## src/rtl/lsu_mm_sched.sv

```systemverilog
// lsu_mm_sched: sequences one matrix-multiply command by first loading the
// input buffer and then the weight buffer through a shared RAM read port.
// It routes each read return to the buffer that owns it and waits for both
// buffers to report end of stream.
// Optional feature: define LSU_MM_SCHED_PERF_CNT_EN to add sched_perf_cycles.
module lsu_mm_sched (
  input  logic         clk,
  input  logic         rst_n,
  input  logic         cmd_vld,
  output logic         cmd_rdy,
  input  logic [3:0]   cmd_row_len,
  input  logic [3:0]   cmd_col_len,
  input  logic [11:0]  cmd_iram_addr,
  input  logic [11:0]  cmd_wram_addr,
  output logic         sched_ibuf_start,
  output logic         sched_wbuf_start,
  output logic         sched_ibuf_vld,
  output logic         sched_wbuf_vld,
  output logic [3:0]   sched_buf_row_len,
  output logic [3:0]   sched_buf_col_len,
  output logic [11:0]  sched_ibuf_addr,
  output logic [11:0]  sched_wbuf_addr,
  input  logic         ibuf_ram_read_vld,
  input  logic         wbuf_ram_read_vld,
  input  logic [7:0]   ibuf_ram_read_addr,
  input  logic [7:0]   wbuf_ram_read_addr,
  output logic         sched_ram_read_vld,
  output logic [7:0]   sched_ram_read_addr,
  input  logic [127:0] ram_sched_read_data,
  output logic         sched_ibuf_alloc_vld,
  output logic         sched_wbuf_alloc_vld,
  output logic [7:0]   sched_alloc_addr,
  output logic [127:0] sched_alloc_data,
  input  logic         ibuf_mxu_end,
  input  logic         wbuf_mxu_end,
  output logic         sched_busy,
  output logic         sched_done
`ifdef LSU_MM_SCHED_PERF_CNT_EN
  ,
  output logic [15:0]  sched_perf_cycles
`endif
);

  typedef enum logic [2:0] {
    IDLE, START_I, LOAD_I, START_W, LOAD_W, RUN, DONE
  } state_t;

  state_t      state, next_state;
  logic [4:0]  rd_cnt;
  logic        last_read;
  logic        end_i, end_w;
  logic        ret_i, ret_w;
  logic [7:0]  ret_addr;
  logic [3:0]  row_len, col_len;
  logic [11:0] iram_addr, wram_addr;

  assign sched_buf_row_len    = row_len;
  assign sched_buf_col_len    = col_len;
  assign sched_ibuf_addr      = iram_addr;
  assign sched_wbuf_addr      = wram_addr;
  assign sched_ibuf_alloc_vld = ret_i;
  assign sched_wbuf_alloc_vld = ret_w;
  assign sched_alloc_addr     = ret_addr;
  assign sched_alloc_data     = (ret_i | ret_w) ? ram_sched_read_data : 128'd0;

  // The 5-bit compare lets col_len=15 run the full 16 reads without wrapping.
  assign last_read = (rd_cnt == {1'b0, col_len});

  // Next-state, read-port arbitration and status decode.
  always_comb begin
    next_state          = state;
    cmd_rdy             = 1'b0;
    sched_ibuf_start    = 1'b0;
    sched_wbuf_start    = 1'b0;
    sched_ibuf_vld      = 1'b0;
    sched_wbuf_vld      = 1'b0;
    sched_ram_read_vld  = 1'b0;
    sched_ram_read_addr = 8'd0;
    sched_busy          = 1'b1;
    sched_done          = 1'b0;
    case (state)
      IDLE: begin
        cmd_rdy    = 1'b1;
        sched_busy = 1'b0;
        if (cmd_vld) next_state = START_I;
      end
      START_I: begin
        sched_ibuf_start = 1'b1;
        sched_ibuf_vld   = 1'b1;
        next_state       = LOAD_I;
      end
      LOAD_I: begin
        sched_ibuf_vld      = 1'b1;
        sched_ram_read_vld  = ibuf_ram_read_vld;
        sched_ram_read_addr = ibuf_ram_read_vld ? ibuf_ram_read_addr : 8'd0;
        if (ibuf_ram_read_vld && last_read) next_state = START_W;
      end
      START_W: begin
        sched_ibuf_vld   = 1'b1;
        sched_wbuf_start = 1'b1;
        sched_wbuf_vld   = 1'b1;
        next_state       = LOAD_W;
      end
      LOAD_W: begin
        sched_ibuf_vld      = 1'b1;
        sched_wbuf_vld      = 1'b1;
        sched_ram_read_vld  = wbuf_ram_read_vld;
        sched_ram_read_addr = wbuf_ram_read_vld ? wbuf_ram_read_addr : 8'd0;
        if (wbuf_ram_read_vld && last_read) next_state = RUN;
      end
      RUN: begin
        sched_ibuf_vld = 1'b1;
        sched_wbuf_vld = 1'b1;
        if ((end_i | ibuf_mxu_end) && (end_w | wbuf_mxu_end)) next_state = DONE;
      end
      DONE: begin
        sched_done = 1'b1;
        next_state = IDLE;
      end
      default: next_state = IDLE;
    endcase
  end

  // State, command latch, read counter, end flags and read-return tracking.
  always_ff @(posedge clk) begin
    if (!rst_n) begin
      state     <= IDLE;
      rd_cnt    <= 5'd0;
      end_i     <= 1'b0;
      end_w     <= 1'b0;
      ret_i     <= 1'b0;
      ret_w     <= 1'b0;
      ret_addr  <= 8'd0;
      row_len   <= 4'd0;
      col_len   <= 4'd0;
      iram_addr <= 12'd0;
      wram_addr <= 12'd0;
    end else begin
      state <= next_state;
      ret_i <= sched_ram_read_vld && (state == LOAD_I);
      ret_w <= sched_ram_read_vld && (state == LOAD_W);
      if (sched_ram_read_vld) begin
        ret_addr <= sched_ram_read_addr;
        rd_cnt   <= last_read ? 5'd0 : rd_cnt + 5'd1;
      end
      if (state == IDLE && cmd_vld) begin
        row_len   <= cmd_row_len;
        col_len   <= cmd_col_len;
        iram_addr <= cmd_iram_addr;
        wram_addr <= cmd_wram_addr;
        rd_cnt    <= 5'd0;
        end_i     <= 1'b0;
        end_w     <= 1'b0;
      end
      if (state == RUN) begin
        end_i <= end_i | ibuf_mxu_end;
        end_w <= end_w | wbuf_mxu_end;
      end
    end
  end

`ifdef LSU_MM_SCHED_PERF_CNT_EN
  // Busy-cycle counter: restarts on accept, saturates, holds while idle.
  always_ff @(posedge clk) begin
    if (!rst_n) begin
      sched_perf_cycles <= 16'd0;
    end else if (state == IDLE) begin
      if (cmd_vld) sched_perf_cycles <= 16'd0;
    end else if (sched_perf_cycles != 16'hFFFF) begin
      sched_perf_cycles <= sched_perf_cycles + 16'd1;
    end
  end
`endif

endmodule

```

## config.mk

```make
export PLATFORM = sky130hd
export DESIGN_NAME = lsu_mm_sched
export DESIGN_NICKNAME = d
export VERILOG_FILES = /design/src/rtl/lsu_mm_sched.sv
export SDC_FILE = /design/constraint.sdc
export NUM_CORES = 1
export LEC_CHECK = 0
export CAP_MARGIN = 20
export CORE_AREA = 2 2 141 143
export CTS_CLUSTER_DIAMETER = 80
export DETAILED_ROUTE_END_ITERATION = 16
export DIE_AREA = 0 0 143 145
export HOLD_SLACK_MARGIN = 0.1
export PLACE_DENSITY = 0.67
export SYNTH_ARGS = -nofsm -noshare
export SYNTH_HDL_FRONTEND = slang
export SYNTH_SLANG_ARGS = --single-unit
```

## constraint.sdc

```tcl
create_clock -name clk -period 1.4 [get_ports clk]
set_input_delay 0.35 -clock clk [delete_from_list [all_inputs] [get_ports clk]]
set_output_delay 0.35 -clock clk [all_outputs]
set_load 0.005 [all_outputs]
```

Word level (Yosys, flattened, before mapping)

Index checks and enable logic that the tools add are counted.

Flip-flop bits (word level): 52
Input port bits: 183
Output and inout bits: 186
Logic and storage cells: 60

Add/sub/neg operators: 1
Equal/unequal tests: 11
Multiplexer cells: 21
Bitwise gates (word level): 4
Reduce and logical (&&, ||, !) cells: 12

Operator list:

| operator              | number |
|---|---|
| $mux W128             | 1 |
| $pmux W3 S6           | 1 |
| $mux W8               | 2 |
| $pmux W8 S2           | 1 |
| $mux W3               | 4 |
| $mux W1               | 10 |
| $eq A3 B3 Y1 const B  | 3 |
| $ne A2 B2 Y1 const B  | 4 |
| $eq A3 B2 Y1 const B  | 2 |
| $logic_and A1 B1 Y1   | 6 |
| $add A5 B1 Y5 const B | 1 |
| $eq A5 B4 Y1          | 1 |
| $mux W5               | 1 |
| $reduce_or A5 Y1      | 1 |
| $reduce_and A4 Y1     | 1 |
| $eq A3 B1 Y1 const B  | 1 |
| $logic_not A3 Y1      | 1 |
| $or A1 B1 Y1          | 3 |
| $reduce_or A3 Y1      | 1 |
| $pmux W1 S2           | 1 |
| $reduce_bool A2 Y1    | 1 |
| $reduce_or A2 Y1      | 1 |
| $not A1 Y1            | 1 |

Logic depth before layout (Yosys ltp)

Word-level depth: 4
Depth in mapped cells: 7
Depth with buffers taken out: 4

Worst setup path after synthesis

Ideal clock, no wire load.

Path type: register -> output
Start: reg ret_w (netlist: sched_wbuf_alloc_vld)
End: out sched_alloc_data[107]
Data arrival time: 1.075 ns
Required time: 1.050 ns
Setup slack: -0.025 ns
Cell stages (with the launch flop): 5
Path buffers: 2
Cell sequence: dfxtp_1 > nor2_1 > clkbuf_1 > clkbuf_1 > nor2b_1

Word-level cells in the longest chain between the ends: 2

Ends and longest elaborated chain:

| item                   | line | source |
|---|---|---|
| from (decl)            | 52   | `logic ret_i, ret_w;` |
| from (signal assigned) | 141  | `ret_w <= sched_ram_read_vld && (state == LOAD_W);` |
| $or A1 B1 Y1           | 64   | `assign sched_alloc_data = (ret_i \| ret_w) ? ram_sched_read_data : 128'd0;` |
| $mux W128              | 64   |  |
| to (decl)              | 33   | `output logic [127:0] sched_alloc_data,` |

Every way passes these cells.

Worst setup path after layout

Start: reg state[2]
End: out sched_ram_read_addr[3]

Word-level cells in the longest chain between the ends: 2

Ends and longest elaborated chain:

| item                                         | line | source |
|---|---|---|
| from (decl)                                  | 48   | `state_t state, next_state;` |
| from (signal assigned)                       | 139  | `state <= next_state;` |
| $eq A3 B3 Y1 or $eq A3 B2 Y1 (tied branches) | 81   | `case (state)` |
| $pmux W8 S2 (*)                              | 81   |  |
| to (decl)                                    | 28   | `output logic [7:0] sched_ram_read_addr,` |

Every way passes the cells marked *; elsewhere a longest branch is shown, timed or not.

==> results.cfg <==
[yosys]
synth_edf_count = 0
synthCells = 394
synth_top_cell_by_area = dfxtp_1
async_flop_share_pct = 0
ys.flop_type = dfxtp_1
yosys_register_bits = 52
synth_top_family_by_area = simple AND/OR/NAND/NOR gates
yosys.area.top_type_share_pct = 33.1
seq_area_frac_synth_pct = 33.1
syn-num-nets = 578
muxShareOfSynthArea_pct = 0
synthAdderAreaFrac_pct = 0.398
avgSynthCellArea_um2 = 7.99
ys_top_cells_by_count = nor2b_1 (138), nand2_1 (57), dfxtp_1 (52)
synth_compound_area_share_pct = 16.7
synth_area_um2 = 3150
synthXorXnorAreaFrac_pct = 1.95
synthTopCellsByArea = dfxtp_1 (33%), nor2b_1 (27%), nand2_1 (6.8%), a21boi_1 (4.8%), a21boi_2 (3.6%)
yosysWarnings = 0
synth_cell_types = 38
yosysMostFrequentCell = nor2b_1
synth-simple-area-share_pct = 41.8

[die]
ioPinCount = 369
start_util_pct = 16.4
die_y_um = 145
core_um2 = 19200
row_count = 51
die_w_um = 143
die_area_um2 = 20700

[clock_network]
clock-sinks = 52
postCtsHoldBufs = 0
clkLatencyLatePin_ns = 0.29
htreeDepth = 2
cts_buffers = 5
root_buffer = clkbuf_16
cts_tree = built
clock_path_buffers = 2
cts.clk_slew.worst_paths_ns = 0.07

[critical_path]
cp-start-kind = flip-flop
critPathMaxFanout = 6
endpoint_kind = output port
arrival_ns = 1.53
crit_type = reg2out
crit_chain = and4bb_4, buf_6, buf_6, a22o_1, buf_2
slowest_stage = dfxtp_4
cpPeakStageDelay_ns = 0.39
cpMostUsedCell = buf_6
cp.required_ns = 1.05

[timing]
skew_ns = 0.00750
setup_violations = 191
tightest_slew_ns = 0.351
rsz0062_at_grt = true
fin_crit_ns = 1.88
slew_headroom_pct = 76.6
timing.fmax_ghz = 0.532
setup_ws_ns = -0.479
maxSlewViolCount = 0
hold_viol = 0
period_share_pct = 134

[final_layout]
nets = 1015
drive_gt1_share_pct = 35.8
fillCellCount = 1935
antenna_cells = 0
stdcell_count = 1097
syn2layout_area_growth_pct = 160

[route]
via_count = 4378
drt_wl_total_mm = 20.0
top_layer_used = met4
m1WireLength_mm = 7.33
wl_per_cell_um = 18.2
first_iter_violations = 126
met2_length_mm = 10.7
dr.pass1.iters = 5
ant_nets = 0
wl_met3_mm = 1.41
drc = 0
viasPerCell = 3.99

[power_and_ir_drop]
total_power_uw = 5860
p_leak_uw = 0.00378
powerDensity_nw_per_um2 = 716
peakVddDrop_mv = 0.512

[run_status]
violations = setup timing
outcome = finished, violations left

[global_route]
grt_max_degree = 31
grt_pass1_vias = 4450
grt_overflow_total = 0
gr-usage-all-layers_pct = 18.0
antenna_found_initial = 0
grt_first_pass_wirelength_mm = 27.9

[placement]
gp_congestion = 0.777
dpl.hpwl_mm = 15.3
dp_cells = 1036
port_buffers = 368
place_ws_ns = -0.894

[min_path]
hold_path_class = reg2reg

[flow_run]
cap_viol_max_count = 0
==> stage by stage <==
| step | area (µm²) | setup TNS (ns) | hold slack (ns) | utilization [%] |
|---|---|---|---|---|
| global route | 8190 | -65.42 | 0.467 | 42.6 |
| global placement | 7370 | -96.23 | 0.440 | 38.4 |
| floorplan | 3160 | -0.492 | 0.437 | - |
| finish | 8190 | -53.06 | 0.446 | 42.6 |
| CTS | 8020 | -58.96 | 0.454 | 41.8 |
| detailed placement | 7370 | -97.60 | 0.447 | 38.4 |
==> final timing paths <==
kind                                         start                     end  slack [ns]  depth (start not counted)
worst min-delay path            sched_ibuf_addr[8]      sched_ibuf_addr[8]        0.45                          2
worst max-delay path                      state[2]  sched_ram_read_addr[3]       -0.48                          5
worst max register to register            state[1]      sched_ibuf_addr[1]       -0.30                         10
worst min register to register  sched_ibuf_addr[8]      sched_ibuf_addr[8]        0.45                          2
==> flip-flops by register name, summed over array words and instances, names as in the netlist, 3 cells and up <==
name,count
sched_wbuf_addr,12
sched_ibuf_addr,12
sched_alloc_addr,8
sched_buf_row_len,4
rd_cnt,5
sched_buf_col_len,4
state,3
==> layout make-up <==
class,instances,area (µm²),area share [%]
Timing Repair Buffer,460,4360,53.3
Tap cell,265,332,4.05
Inverter,4,22.5,0.275
Multi-Input combinational cell,308,2260,27.6
Clock buffer,8,146,1.79
Sequential cell,52,1070,13.0
==> layer usage <==
layer | global-route usage (%) | vias to the layer above
met3 | 3.76 | 21
li1 | - | 2139
met2 | 34.9 | 194
met1 | 18.9 | 2024
met4 | 5.30 | 0
met5 | 0 | -
==> power by group <==
part	switching [µW]	internal [µW]	leakage [µW]
Sequential	115	1640	0.000431
Combinational	1060	1770	0.00327
Clock	557	716	0.0000712
==> kinds of logic after synthesis <==
group / after synthesis
xor+xnor: 7
compound gates: 67
fa+ha+maj: 1
simple gates: 231
flops: 52
buf+inv: 36
==> placed cells by master (no fill, tap or decap), types with 2 or more instances in the layout <==
cell,instances
a21oi_2,9
dfxtp_1,38
nand3_1,3
nor2b_4,12
a21oi_1,4
buf_6,41
and4bb_4,4
o21ai_0,2
buf_8,8
and2_1,2
and2_4,2
o21ai_1,2
a31oi_1,2
clkdlybuf4s50_1,180
xnor2_1,4
xor2_1,3
nor2_4,2
nor3b_2,2
clkdlybuf4s15_1,9
buf_16,3
buf_4,40
a21boi_1,18
dfxtp_4,3
nand2_4,12
a21boi_2,14
nor2b_2,9
dlygate4sd2_1,78
clkbuf_2,39
buf_2,42
dfxtp_2,11
clkbuf_16,10
nor2b_1,117
nand2_2,9
nand2_1,45
clkbuf_1,2
a22o_1,8
buf_12,14
nor2_1,6
==> worst max-delay path: cells and delay by family, from the launching register on <==
kind	cells	cell delay [ns]
DFF	1	0.39
buffers and inverters	3	0.35
and+or+nand+nor	1	0.26
AOI/OAI and AO/OA	1	0.23
==> timing repair <==
item | CTS | global route
resized for setup | 492 | 135
endpoints found under the setup margin | 233 | 192
cloned | 8 | 5
pin swaps | 33 | 37
buffers inserted | 37 | 13
Note: power is estimated with default switching activity, not from simulation.
